<file path="src/rtl/decode_stage.sv">
// rtl/decode_stage.sv - RV32I(+M) decode stage with registered output and optional skid entry
module decode_stage #(
  parameter int unsigned EN_M    = 0,
  parameter int unsigned EN_SKID = 1,
  parameter int unsigned CNT_W   = 16
) (
  input  logic             clk,
  input  logic             rst,
  input  logic             flush,
  input  logic             in_valid,
  output logic             in_ready,
  input  logic [31:0]      in_insn,
  input  logic [31:0]      in_pc,
  output logic             out_valid,
  input  logic             out_ready,
  output logic [31:0]      out_pc,
  output logic [31:0]      out_imm,
  output logic [4:0]       out_alu_code,
  output logic             out_op1_sel,
  output logic             out_op2_sel,
  output logic [4:0]       out_rs1,
  output logic [4:0]       out_rs2,
  output logic [4:0]       out_rd,
  output logic             out_reg_we,
  output logic [2:0]       out_is_load,
  output logic [1:0]       out_is_store,
  output logic             out_is_muldiv,
  output logic [2:0]       out_md_op,
  output logic             out_illegal,
  output logic [CNT_W-1:0] dec_cnt
);
  localparam logic [6:0] OPC_LUI = 7'h37, OPC_AUIPC = 7'h17, OPC_JAL = 7'h6F, OPC_JALR = 7'h67;
  localparam logic [6:0] OPC_BRANCH = 7'h63, OPC_LOAD = 7'h03, OPC_STORE = 7'h23;
  localparam logic [6:0] OPC_OPIMM = 7'h13, OPC_OPREG = 7'h33;
  localparam logic [4:0] ALU_ADD = 5'd0, ALU_SUB = 5'd1, ALU_SLL = 5'd2, ALU_SLT = 5'd3, ALU_SLTU = 5'd4;
  localparam logic [4:0] ALU_XOR = 5'd5, ALU_SRL = 5'd6, ALU_SRA = 5'd7, ALU_OR = 5'd8, ALU_AND = 5'd9;
  localparam logic [4:0] ALU_LUI = 5'd10, ALU_JAL = 5'd11, ALU_JALR = 5'd12, ALU_BEQ = 5'd13;
  localparam logic [4:0] ALU_BNE = 5'd14, ALU_BLT = 5'd15, ALU_BGE = 5'd16, ALU_BLTU = 5'd17, ALU_BGEU = 5'd18;
  localparam logic ALU_OP1_RS1 = 1'b0, ALU_OP1_PC = 1'b1, ALU_OP2_RS2 = 1'b0, ALU_OP2_IMM = 1'b1;
  localparam logic [2:0] LOAD_DISABLE = 3'd0, LOAD_LB = 3'd1, LOAD_LH = 3'd2, LOAD_LW = 3'd3;
  localparam logic [2:0] LOAD_LBU = 3'd4, LOAD_LHU = 3'd5;
  localparam logic [1:0] STORE_DISABLE = 2'd0, STORE_SB = 2'd1, STORE_SH = 2'd2, STORE_SW = 2'd3;

  typedef struct packed {
    logic [31:0] pc;
    logic [31:0] imm;
    logic [4:0]  alu;
    logic        op1;
    logic        op2;
    logic [4:0]  rs1;
    logic [4:0]  rs2;
    logic [4:0]  rd;
    logic        we;
    logic [2:0]  ld;
    logic [1:0]  st;
    logic        md;
    logic [2:0]  md_op;
    logic        ill;
  } entry_t;

  entry_t           dec, out_q, out_d, skid_q, skid_d;
  logic             out_valid_q, out_valid_d, skid_valid_q, skid_valid_d;
  logic [CNT_W-1:0] cnt_q, cnt_d;
  logic             in_fire, out_fire;
  logic [6:0]       opcode, funct7;
  logic [2:0]       funct3;
  logic [31:0]      imm_i, imm_s, imm_b, imm_u, imm_j;

  assign opcode = in_insn[6:0];
  assign funct3 = in_insn[14:12];
  assign funct7 = in_insn[31:25];
  assign imm_i  = {{20{in_insn[31]}}, in_insn[31:20]};
  assign imm_s  = {{20{in_insn[31]}}, in_insn[31:25], in_insn[11:7]};
  assign imm_b  = {{19{in_insn[31]}}, in_insn[31], in_insn[7], in_insn[30:25], in_insn[11:8], 1'b0};
  assign imm_u  = {in_insn[31:12], 12'b0};
  assign imm_j  = {{11{in_insn[31]}}, in_insn[31], in_insn[19:12], in_insn[20], in_insn[30:21], 1'b0};

  // alt selects arithmetic right shift; SUB is resolved by the caller
  function automatic logic [4:0] alu_of(input logic [2:0] f3, input logic alt);
    case (f3)
      3'b000:  alu_of = ALU_ADD;
      3'b001:  alu_of = ALU_SLL;
      3'b010:  alu_of = ALU_SLT;
      3'b011:  alu_of = ALU_SLTU;
      3'b100:  alu_of = ALU_XOR;
      3'b101:  alu_of = alt ? ALU_SRA : ALU_SRL;
      3'b110:  alu_of = ALU_OR;
      default: alu_of = ALU_AND;
    endcase
  endfunction

  always_comb begin
    dec     = '0;
    dec.pc  = in_pc;
    dec.rs1 = in_insn[19:15];
    dec.rs2 = in_insn[24:20];
    dec.rd  = in_insn[11:7];
    dec.alu = ALU_ADD;
    case (opcode)
      OPC_LUI:   begin dec.imm = imm_u; dec.op1 = ALU_OP1_PC; dec.op2 = ALU_OP2_IMM; dec.alu = ALU_LUI; dec.we = 1'b1; end
      OPC_AUIPC: begin dec.imm = imm_u; dec.op1 = ALU_OP1_PC; dec.op2 = ALU_OP2_IMM; dec.we = 1'b1; end
      OPC_JAL:   begin dec.imm = imm_j; dec.op1 = ALU_OP1_PC; dec.op2 = ALU_OP2_IMM; dec.alu = ALU_JAL; dec.we = 1'b1; end
      OPC_JALR:  begin dec.imm = imm_i; dec.op2 = ALU_OP2_IMM; dec.alu = ALU_JALR; dec.we = 1'b1; end
      OPC_BRANCH: begin
        dec.imm = imm_b;
        case (funct3)
          3'b000:  dec.alu = ALU_BEQ;
          3'b001:  dec.alu = ALU_BNE;
          3'b100:  dec.alu = ALU_BLT;
          3'b101:  dec.alu = ALU_BGE;
          3'b110:  dec.alu = ALU_BLTU;
          3'b111:  dec.alu = ALU_BGEU;
          default: dec.ill = 1'b1;
        endcase
      end
      OPC_LOAD: begin
        dec.imm = imm_i; dec.op2 = ALU_OP2_IMM; dec.we = 1'b1;
        case (funct3)
          3'b000:  dec.ld = LOAD_LB;
          3'b001:  dec.ld = LOAD_LH;
          3'b010:  dec.ld = LOAD_LW;
          3'b100:  dec.ld = LOAD_LBU;
          3'b101:  dec.ld = LOAD_LHU;
          default: dec.ill = 1'b1;
        endcase
      end
      OPC_STORE: begin
        dec.imm = imm_s; dec.op2 = ALU_OP2_IMM;
        case (funct3)
          3'b000:  dec.st = STORE_SB;
          3'b001:  dec.st = STORE_SH;
          3'b010:  dec.st = STORE_SW;
          default: dec.ill = 1'b1;
        endcase
      end
      OPC_OPIMM: begin dec.imm = imm_i; dec.op2 = ALU_OP2_IMM; dec.we = 1'b1; dec.alu = alu_of(funct3, in_insn[30]); end
      OPC_OPREG: begin
        dec.we = 1'b1;
        if (funct7 == 7'b0000001) begin
          if (EN_M != 0) begin dec.md = 1'b1; dec.md_op = funct3; end
          else dec.ill = 1'b1;
        end else if (funct7 == 7'b0000000) dec.alu = alu_of(funct3, 1'b0);
        else if (funct7 == 7'b0100000 && funct3 == 3'b000) dec.alu = ALU_SUB;
        else if (funct7 == 7'b0100000 && funct3 == 3'b101) dec.alu = ALU_SRA;
        else dec.ill = 1'b1;
      end
      default: dec.ill = 1'b1;
    endcase
    if (dec.ill) begin
      dec.ld = LOAD_DISABLE; dec.st = STORE_DISABLE; dec.md = 1'b0; dec.md_op = 3'b0; dec.alu = ALU_ADD;
    end
    if (dec.ill || dec.rd == 5'd0) dec.we = 1'b0;
  end

  assign in_ready = (EN_SKID != 0) ? !skid_valid_q : (!out_valid_q || out_ready);
  assign in_fire  = in_valid && in_ready;
  assign out_fire = out_valid_q && out_ready;

  // A pending skid entry always refills the output register before new input is taken
  always_comb begin
    out_d        = out_q;
    out_valid_d  = out_valid_q;
    skid_d       = skid_q;
    skid_valid_d = skid_valid_q;
    cnt_d        = cnt_q;
    if (flush) begin
      out_valid_d  = 1'b0;
      skid_valid_d = 1'b0;
    end else begin
      if (out_fire) cnt_d = cnt_q + CNT_W'(1);
      if (out_fire || !out_valid_q) begin
        if (skid_valid_q) begin
          out_d = skid_q; out_valid_d = 1'b1; skid_valid_d = 1'b0;
        end else begin
          out_valid_d = in_fire;
          if (in_fire) out_d = dec;
        end
      end else if (in_fire && EN_SKID != 0) begin
        skid_d = dec; skid_valid_d = 1'b1;
      end
    end
  end

  always_ff @(posedge clk or posedge rst) begin
    if (rst) begin
      out_q        <= '0;
      out_valid_q  <= 1'b0;
      skid_q       <= '0;
      skid_valid_q <= 1'b0;
      cnt_q        <= '0;
    end else begin
      out_q        <= out_d;
      out_valid_q  <= out_valid_d;
      skid_q       <= skid_d;
      skid_valid_q <= skid_valid_d;
      cnt_q        <= cnt_d;
    end
  end

  assign out_valid     = out_valid_q;
  assign out_pc        = out_q.pc;
  assign out_imm       = out_q.imm;
  assign out_alu_code  = out_q.alu;
  assign out_op1_sel   = out_q.op1;
  assign out_op2_sel   = out_q.op2;
  assign out_rs1       = out_q.rs1;
  assign out_rs2       = out_q.rs2;
  assign out_rd        = out_q.rd;
  assign out_reg_we    = out_q.we;
  assign out_is_load   = out_q.ld;
  assign out_is_store  = out_q.st;
  assign out_is_muldiv = out_q.md;
  assign out_md_op     = out_q.md_op;
  assign out_illegal   = out_q.ill;
  assign dec_cnt       = cnt_q;
endmodule

</file>
<file path="config.mk">
export PLATFORM = sky130hd
export DESIGN_NAME = decode_stage
export DESIGN_NICKNAME = d
export VERILOG_FILES = /design/src/rtl/decode_stage.sv
export SDC_FILE = /design/constraint.sdc
export NUM_CORES = 1
export LEC_CHECK = 0
export ABC_CLOCK_PERIOD_IN_PS = 5700
export CAP_MARGIN = 20
export CORE_MARGIN = 1.5
export CORE_UTILIZATION = 40
export CTS_CLUSTER_DIAMETER = 120
export DETAILED_ROUTE_END_ITERATION = 7
export DONT_BUFFER_PORTS = 1
export GPL_TIMING_DRIVEN = 0
export PLACE_DENSITY = 0.65
export SYNTH_ARGS = -nofsm -noshare
export SYNTH_HDL_FRONTEND = slang
export SYNTH_SLANG_ARGS = --single-unit
</file>
<file path="constraint.sdc">
create_clock -name clk -period 5.7 [get_ports clk]
set_clock_uncertainty 0.1 [all_clocks]
set_input_delay 0.285 -clock clk [delete_from_list [all_inputs] [get_ports clk]]
set_output_delay 0.285 -clock clk [all_outputs]
set_load 0.02 [all_outputs]
</file>
==> After elaboration in Yosys (flattened, before gate mapping) <==
Index checks and enable logic that the tools add are counted.
{ "word_totals": {"elab_cells": 114, "register_bits": 212, "output_inout_bits": 115, "inputBits": 69} }
{ "classes": {"eq_ne": 18, "reduce_logical": 26, "mux": 36, "bitwise_logic": 2, "n_addsub": 1} }
{ "ops": {"columns": ["op", "n"], "rows": [
  ["97-bit two-way mux", 2],
  ["32-bit one-hot mux with 5 select lines", 1],
  ["5-bit one-hot mux with 6 select lines", 2],
  ["4-bit one-hot mux with 7 select lines", 2],
  ["7-bit by 6-bit equality test with 1-bit output, second input constant", 4],
  ["7-bit equality test, second input constant", 3],
  ["1-bit two-way mux", 18],
  ["16-bit by 1-bit adder with 16-bit output, second input constant", 1],
  ["5-bit two-way mux", 3],
  ["3-bit one-hot mux with 5 select lines", 1],
  ["7-bit by 5-bit equality test with 1-bit output, second input constant", 2],
  ["7-bit OR reduction", 2],
  ["3-bit equality test, second input constant", 4],
  ["5-bit OR reduction", 2],
  ["3-bit two-way mux", 3],
  ["9-bit two-way mux", 1],
  ["3-bit OR reduction", 3],
  ["7-bit by 1-bit equality test with 1-bit output, second input constant", 1],
  ["7-bit by 2-bit equality test with 1-bit output, second input constant", 1],
  ["7-bit zero test", 1],
  ["3-bit by 2-bit equality test with 1-bit output, second input constant", 2],
  ["2-bit one-hot mux with 3 select lines", 1],
  ["3-bit AND reduction", 2],
  ["6-bit OR reduction", 1],
  ["13 further kinds", 20]
]} }

==> Longest topological paths before layout <==
Gate-level depths: netlist of run 1.
{ "depth": {"depth_word": 11, "mapped_depth": 8, "depth_no_buf": 5} }

==> Worst setup path before layout of run 1 <==
No wires, ideal clock.
{ "synth_timing": {"path_kind": "flip-flop to flip-flop", "startpoint": "register out_valid_q, in the netlist out_valid", "endpoint": "register out_q, in the netlist out_imm[20]", "stages_incl_launch_ff": 8, "n_path_buf": 2, "arrival_ps": 1769, "synth_period_minus_slack_ps": 2002, "setup_ps": 133, "setup_slack_ps": 3698, "required_time_ps": 5467, "cell_sequence": "dfrtp_1 -> nor2b_1 -> or3_1 -> clkbuf_1 -> buf_2 -> or3_1 -> o21ai_0 -> a21oi_1"} }
{ "synth_between": {"elab_chain_len": 3, "elab_cells_between_ends": 4, "cone_classes": "reduce/logical (4)"} }
{ "synth_rtl": {"columns": ["element", "line", "rtl"], "rows": [
  ["start, declared", "62", "logic out_valid_q, out_valid_d, skid_valid_q, skid_valid_d;"],
  ["start signal, assigned", "193", "out_valid_q <= out_valid_d;"],
  ["1-bit logical AND / 1-bit zero test (equally long branches)", "157, 171", null],
  ["1-bit logical OR (*)", "171", "if (out_fire || !out_valid_q) begin"],
  ["3-bit AND reduction (no line) (*)", null, null],
  ["end signal, assigned", "192", "out_q <= out_d;"],
  ["end, declared", "61", "entry_t dec, out_q, out_d, skid_q, skid_d;"]
]} }
Every way passes the cells marked *; elsewhere a longest branch is shown, timed or not.
A chain may end at the register's enable or synchronous reset.

==> Worst setup path in the final report of run 1 <==
{ "layout_timing": {"startpoint": "register skid_valid_q", "endpoint": "output port in_ready"} }
{ "layout_between": {"elab_chain_len": 1} }
{ "layout_rtl": {"columns": ["element", "line", "rtl"], "rows": [
  ["start, declared", "62", null],
  ["start signal, assigned", "195", "skid_valid_q <= skid_valid_d;"],
  ["1-bit zero test", "155", "assign in_ready = (EN_SKID != 0) ? !skid_valid_q : (!out_valid_q || out_ready);"],
  ["end, declared", "11", "output logic in_ready,"]
]} }
No other way between the ends.

==> summary.txt, run 1 <==
post-DR vias/cell -> 5.45
post_cts resized -> 0
first-pass GRT wire length -> 42.1 mm
Synth Warn # -> 0
DRC errors left -> 0
Post-Route WL -> 26.9 mm
fmax -> 362 MHz
startpoint types -> register
vias in the first global route -> 7,367
Max-cap violations -> 0
Final nets -> 1,153
port bufs -> 0
Yosys reg bits -> 204
# rows -> 55
Clock transition at path regs -> 0.06 ns
outcome -> finished clean
initial antenna violation count -> 0
Layout Utilization -> 0.490
mean post-synth cell area -> 9.35 µm²
critical path data required time -> 5.32 ns
layout cell share with drive strength beyond 1 -> 0.0655
Static Leak -> 4.98 nW
TritonRoute pass-1 iters -> 5
Clk Tree Root Cell -> clkbuf_16
Die Wd -> 155 µm
CTS tree -> yes
Worst-Skew Late Latency -> 0.51 ns
routed via count -> 7,552
RSZ-0062 raised after global routing -> false
fin. max-slew vios -> 0
area share of the largest cell type after synthesis -> 0.552
cells after synthesis -> 989
Area growth syn-to-layout -> 20.0%
Netlist cell types -> 61
Slew headroom -> 0.389
GRT overflow -> 0
routed len/inst -> 19.4 µm
critical path peak fanout -> 10
pwr/cell area -> 347 nW/µm²
hpwl dp -> 18.8 mm
area of the mapped netlist -> 9250 µm²
critical setup path kind -> register to output pin
crit path capture type -> output pin
gr usage total -> 0.222
Peak VDD IR -> 0.218 mV
sequential share of the synthesized area -> 0.552
largest net degree at the start of global routing -> 42
Starting DRT DRC Count -> 514
gpl congestion -> 0.881
main area contributors after synthesis -> dfrtp_1, nand2_1, mux2i_1
Num CTS Buffers -> 23
hold crit path type -> primary input to register
Initial Util -> 0.409
clock buffer depth -> 3
chip height -> 155 µm
Final Setup Violations -> 0
Post-DP Area -> 9720 µm²
IO Pins -> 184
min Tclk post-route -> 2.76 ns
measured slew at the worst slew-check pin -> 0.916 ns
Post-synth EDFFs -> 0
CP arrival -> 2.38 ns
leading area contributor after synthesis -> dfrtp_1
Final period util -> 0.485
Synth Flop Type -> dfrtp_1
Die ar. -> 24,000 µm²
Post-synth ARST share -> 1.00
Clock Sinks -> 204
n_diodes -> 0
endpoints failing hold -> 0
core footprint -> 22,600 µm²
Finished Cell Area -> 11,100 µm²
setup_tns -> 0 ns
Post-DRT Antenna Nets -> 0
H-tree depth -> 1
[routing by layer]
metal,GRT usage,vias up,part of all wire
li1,-,3549,-
met1,0.297,3665,0.43
met2,0.359,302,0.46
met3,0.0602,36,0.089
met4,0.0559,0,0.020
met5,0,-,0
[cells by family (layout without fill, tap and decap cells)]
family	Yosys count	after routing	share of synthesized area
fa+ha+maj	1	1	0.00135
buf+inv	86	194	0.0388
mux	52	52	0.0565
other cells	1	4	0.000405
xor+xnor	18	18	0.0170
simple gates	409	409	0.194
flops	204	204	0.552
compound gates	218	218	0.140
[synthesized netlist by cell type (10+ instances only)]
cell	number
a21oi_1	57
clkbuf_1	50
buf_2	11
nand2_1	273
nand3_1	22
o21ai_0	99
dfrtp_1	204
nor2_1	40
a22oi_1	13
or3_1	13
inv_1	15
and3_1	10
mux2i_1	50
xnor2_1	11
[path summary, 6_finish.rpt]
kind                               endpoint    startpoint  cells after the start  slack (ns)
worst max-delay path               in_ready  skid_valid_q                      4        2.94
worst min-delay path             skid_q[32]    in_insn[4]                      2        0.05
worst max register to register   out_pc[25]     out_valid                      6        2.97
worst min register to register   skid_q[32]    skid_q[32]                      2        0.37
max in group asynchronous        out_rs2[0]           rst                      4        4.32
min in group asynchronous       out_imm[12]           rst                      2        0.28
[cell type report]
type                    count  area, µm²
inverters                  15       60.1
fillers                  2063      11500
multi-input cells         702       3800
flip-flops and latches    204       5100
clock buffers              32        649
plain buffers              71        303
repair buffers             66        711
clock inverters            10        121
well taps                 285        357
[power by group]
group	leakage (nW)	internal (W)	switching, W
Combinational	1.99	0.000175	0.000245
Clock	0.380	0.000895	0.000610
Sequential	2.61	0.00166	0.000267
Total	4.98	0.00273	0.00112
[state kept, by name (all words and copies together), names as in the netlist]
name and cells:
out_reg_we 1, out_rd 5, out_op2_sel 1, dec_cnt 16, out_pc 32, out_is_load 3
out_valid 1, out_illegal 1, out_op1_sel 1, skid_q 93, out_alu_code 5, out_rs2 5
skid_valid_q 1, out_is_store 2, out_imm 32, out_rs1 5
[worst max-delay path, stage by stage (launching register included)]
cell	delay (ns)
dfrtp_1	0.39
clkbuf_1	0.27
inv_1	0.23
clkbuf_1	0.36
clkbuf_1	0.61
[stage by stage]
step | worst slack [ns] | power, W | hold WS, ns | std cells
detailed placement | 2.97 | 0.00233 | 0.217 | 1282
global route | 2.71 | 0.00402 | 0.0648 | 1385
finish | 2.94 | 0.00385 | 0.0506 | 1385
CTS | 2.90 | 0.00389 | 0.0334 | 1385
global placement | 1.46 | 0.00230 | 0.255 | 1277
floorplan | 2.67 | 0.00220 | 0.251 | 992
[placed cells by master, fill, tap and decap left out, drive strengths merged, types with 3 or more instances in the layout]
master | Yosys | layout
o211ai | 3 | 3
a21o | 8 | 8
xor2 | 7 | 7
xnor2 | 11 | 11
o21a | 3 | 3
dlygate4sd3 | 0 | 61
nor2 | 40 | 40
inv | 15 | 16
buf | 21 | 26
nand4 | 3 | 3
nor4 | 4 | 4
o21ai | 102 | 102
a21oi | 57 | 57
nand2 | 273 | 273
clkbuf | 50 | 82
conb | 1 | 4
or3 | 13 | 13
or4 | 3 | 3
a211oi | 4 | 4
mux2i | 50 | 50
nand3 | 22 | 22
nor3 | 9 | 9
nand3b | 3 | 3
a221oi | 8 | 8
o32ai | 4 | 4
a22oi | 13 | 13
nand2b | 6 | 6
nor2b | 3 | 3
and2 | 8 | 8
and3 | 10 | 10
or2 | 4 | 4
o41ai | 3 | 3
clkinv | 0 | 5
dfrtp | 204 | 204
[timing repair]
action                                 CTS  global route
endpoints found under the hold margin  180             0
hold buffers                            61             0
setup buffers                            0             0
(Power assumes the default switching activity.)
==> inputs of run 2 (changes only) <==
Settings changed: ABC_CLOCK_PERIOD_IN_PS 5700 to 2400.
Clock period 5.7 ns to 2.4 ns, I/O delays scaled along.
==> summary.txt, run 2 (synthesized netlist as in run 1, its figures left out) <==
critical path data required time -> 2.76 ns
Crit-path slowest cell -> dlygate4sd3_1
CTS tree -> yes
layout cell share with drive strength beyond 1 -> 0.0885
RSZ-0062 raised after global routing -> true
Area growth syn-to-layout -> 21.5%
crit path buf inv count -> 3
critical path peak fanout -> 6
Worst path top cell family by delay -> buffers and inverters
gpl congestion -> 0.881
core footprint -> 22,600 µm²
Initial Util -> 0.409
fin. max-slew vios -> 0
Clock Sinks -> 204
hold crit path type -> primary input to register
Clk Tree Root Cell -> clkbuf_16
CP arrival -> 2.68 ns
# placed instances -> 1,282
Die Wd -> 155 µm
Post-CTS Setup Inserts -> 0
post-route insts no fill -> 1,393
IO Pins -> 184
critical setup path kind -> primary input to register
endpoints failing hold -> 0
vias in the first global route -> 7,420
first-pass GRT wire length -> 42.2 mm
Slew headroom -> 0.384
Most flops, register -> skid_q
Worst-Skew Late Latency -> 0.52 ns
routed via count -> 7,639
Clock transition at path regs -> 0.06 ns
commonest non-fill, non-tap cells in the layout -> nand2_1, dfrtp_1, o21ai_0
DRC errors left -> 0
Post-DRT Antenna Nets -> 0
largest net degree at the start of global routing -> 42
initial antenna violation count -> 0
GRT overflow -> 0
Die ar. -> 24,000 µm²
port bufs -> 0
Max-cap violations -> 0
clock buffer depth -> 3
hpwl dp -> 18.8 mm
Final nets -> 1,160
max reg flops -> 93
most frequent CP cell -> dlygate4sd3_1
H-tree depth -> 1
min Tclk post-route -> 2.32 ns
most common cell after layout, fill and taps aside -> nand2_1
crit-path cells -> dlygate4sd3_1, or2_4, dlygate4sd3_1, or2_1, buf_2, or4_4, o211ai_2, o21a_1
pwr/cell area -> 817 nW/µm²
TritonRoute pass-1 iters -> 5
Post-Route WL -> 27.0 mm
WP depth -> 8
Crit path largest cell delay -> 0.55 ns
Peak VDD IR -> 0.518 mV
Final period util -> 0.967
measured slew at the worst slew-check pin -> 0.924 ns
fmax -> 431 MHz
Final Setup Violations -> 0
outcome -> finished clean
chip height -> 155 µm
Num CTS Buffers -> 23
post-DR vias/cell -> 5.48
# rows -> 55
total power -> 0.00918 W
Starting DRT DRC Count -> 498
flop2flop setup slack -> 0.12 ns
startpoint types -> primary input
routed len/inst -> 19.4 µm
gr usage total -> 0.222
worst r2r path cells -> 7
WHS Path Cells -> 4
crit path capture type -> register
Static Leak -> 5.10 nW
## run 2: layer usage
metal,global-route usage,share of wire
met4,0.0531,0.020
met5,0,0
met1,0.298,0.43
met2,0.359,0.46
met3,0.0602,0.092
## run 2: worst paths after layout
| kind | start | endpoint |
|---|---|---|
| worst max register to register | out_valid | out_is_store[0] |
| worst min register to register | skid_q[32] | skid_q[32] |
| min in group asynchronous | rst | out_imm[12] |
| max in group asynchronous | rst | skid_q[19] |
| worst min-delay path | in_insn[5] | skid_q[33] |
| worst max-delay path | in_insn[6] | out_is_load[1] |
## run 2: power breakdown
group / switching [W] / total [W] / internal, W
Sequential: 0.000634 / 0.00458 / 0.00395
Clock: 0.00145 / 0.00358 / 0.00212
Combinational: 0.000588 / 0.00102 / 0.000429
Total: 0.00268 / 0.00918 / 0.00650
## run 2: per-stage QoR
| stage | worst slack (ns) | instance area, µm² | hold slack (ns) | util | TNS (ns) |
|---|---|---|---|---|---|
| after floorplan | -0.464 | 9260 | 0.0864 | - | -94.71 |
| after global placement | -1.67 | 9620 | 0.0899 | 0.425 | -354.61 |
| after detailed placement | -0.330 | 9720 | 0.0521 | 0.429 | -16.49 |
| after CTS | 0.00757 | 11200 | 0.00353 | 0.495 | 0 |
| after global routing | -0.0292 | 11200 | 0.0255 | 0.496 | -0.0643 |
| final | 0.0788 | 11200 | 0.0140 | 0.496 | 0 |
## run 2: final cells by class
cell class,count,area (µm²)
Sequential cell,204,5100
Clock inverter,10,121
Tap cell,285,357
Inverter,15,60.1
Fill cell,2064,11400
Timing Repair Buffer,74,791
Multi-Input combinational cell,702,3820
Clock buffer,32,649
Antenna cell,1,2.50
Buffer,70,329
## run 2: worst register-to-register path, delay by kind of cell (launching register included)
family	cells	cell delay [ns]
simple gates	3	0.59
flops	1	0.50
buf+inv	3	0.84
compound gates	1	0.16
## run 2: repair_timing
item                       in CTS  in global routing
setup endpoints to repair     160                 83
hold endpoints to repair      296                  0
hold buffers                   69                  0
gates resized for setup        13                 28
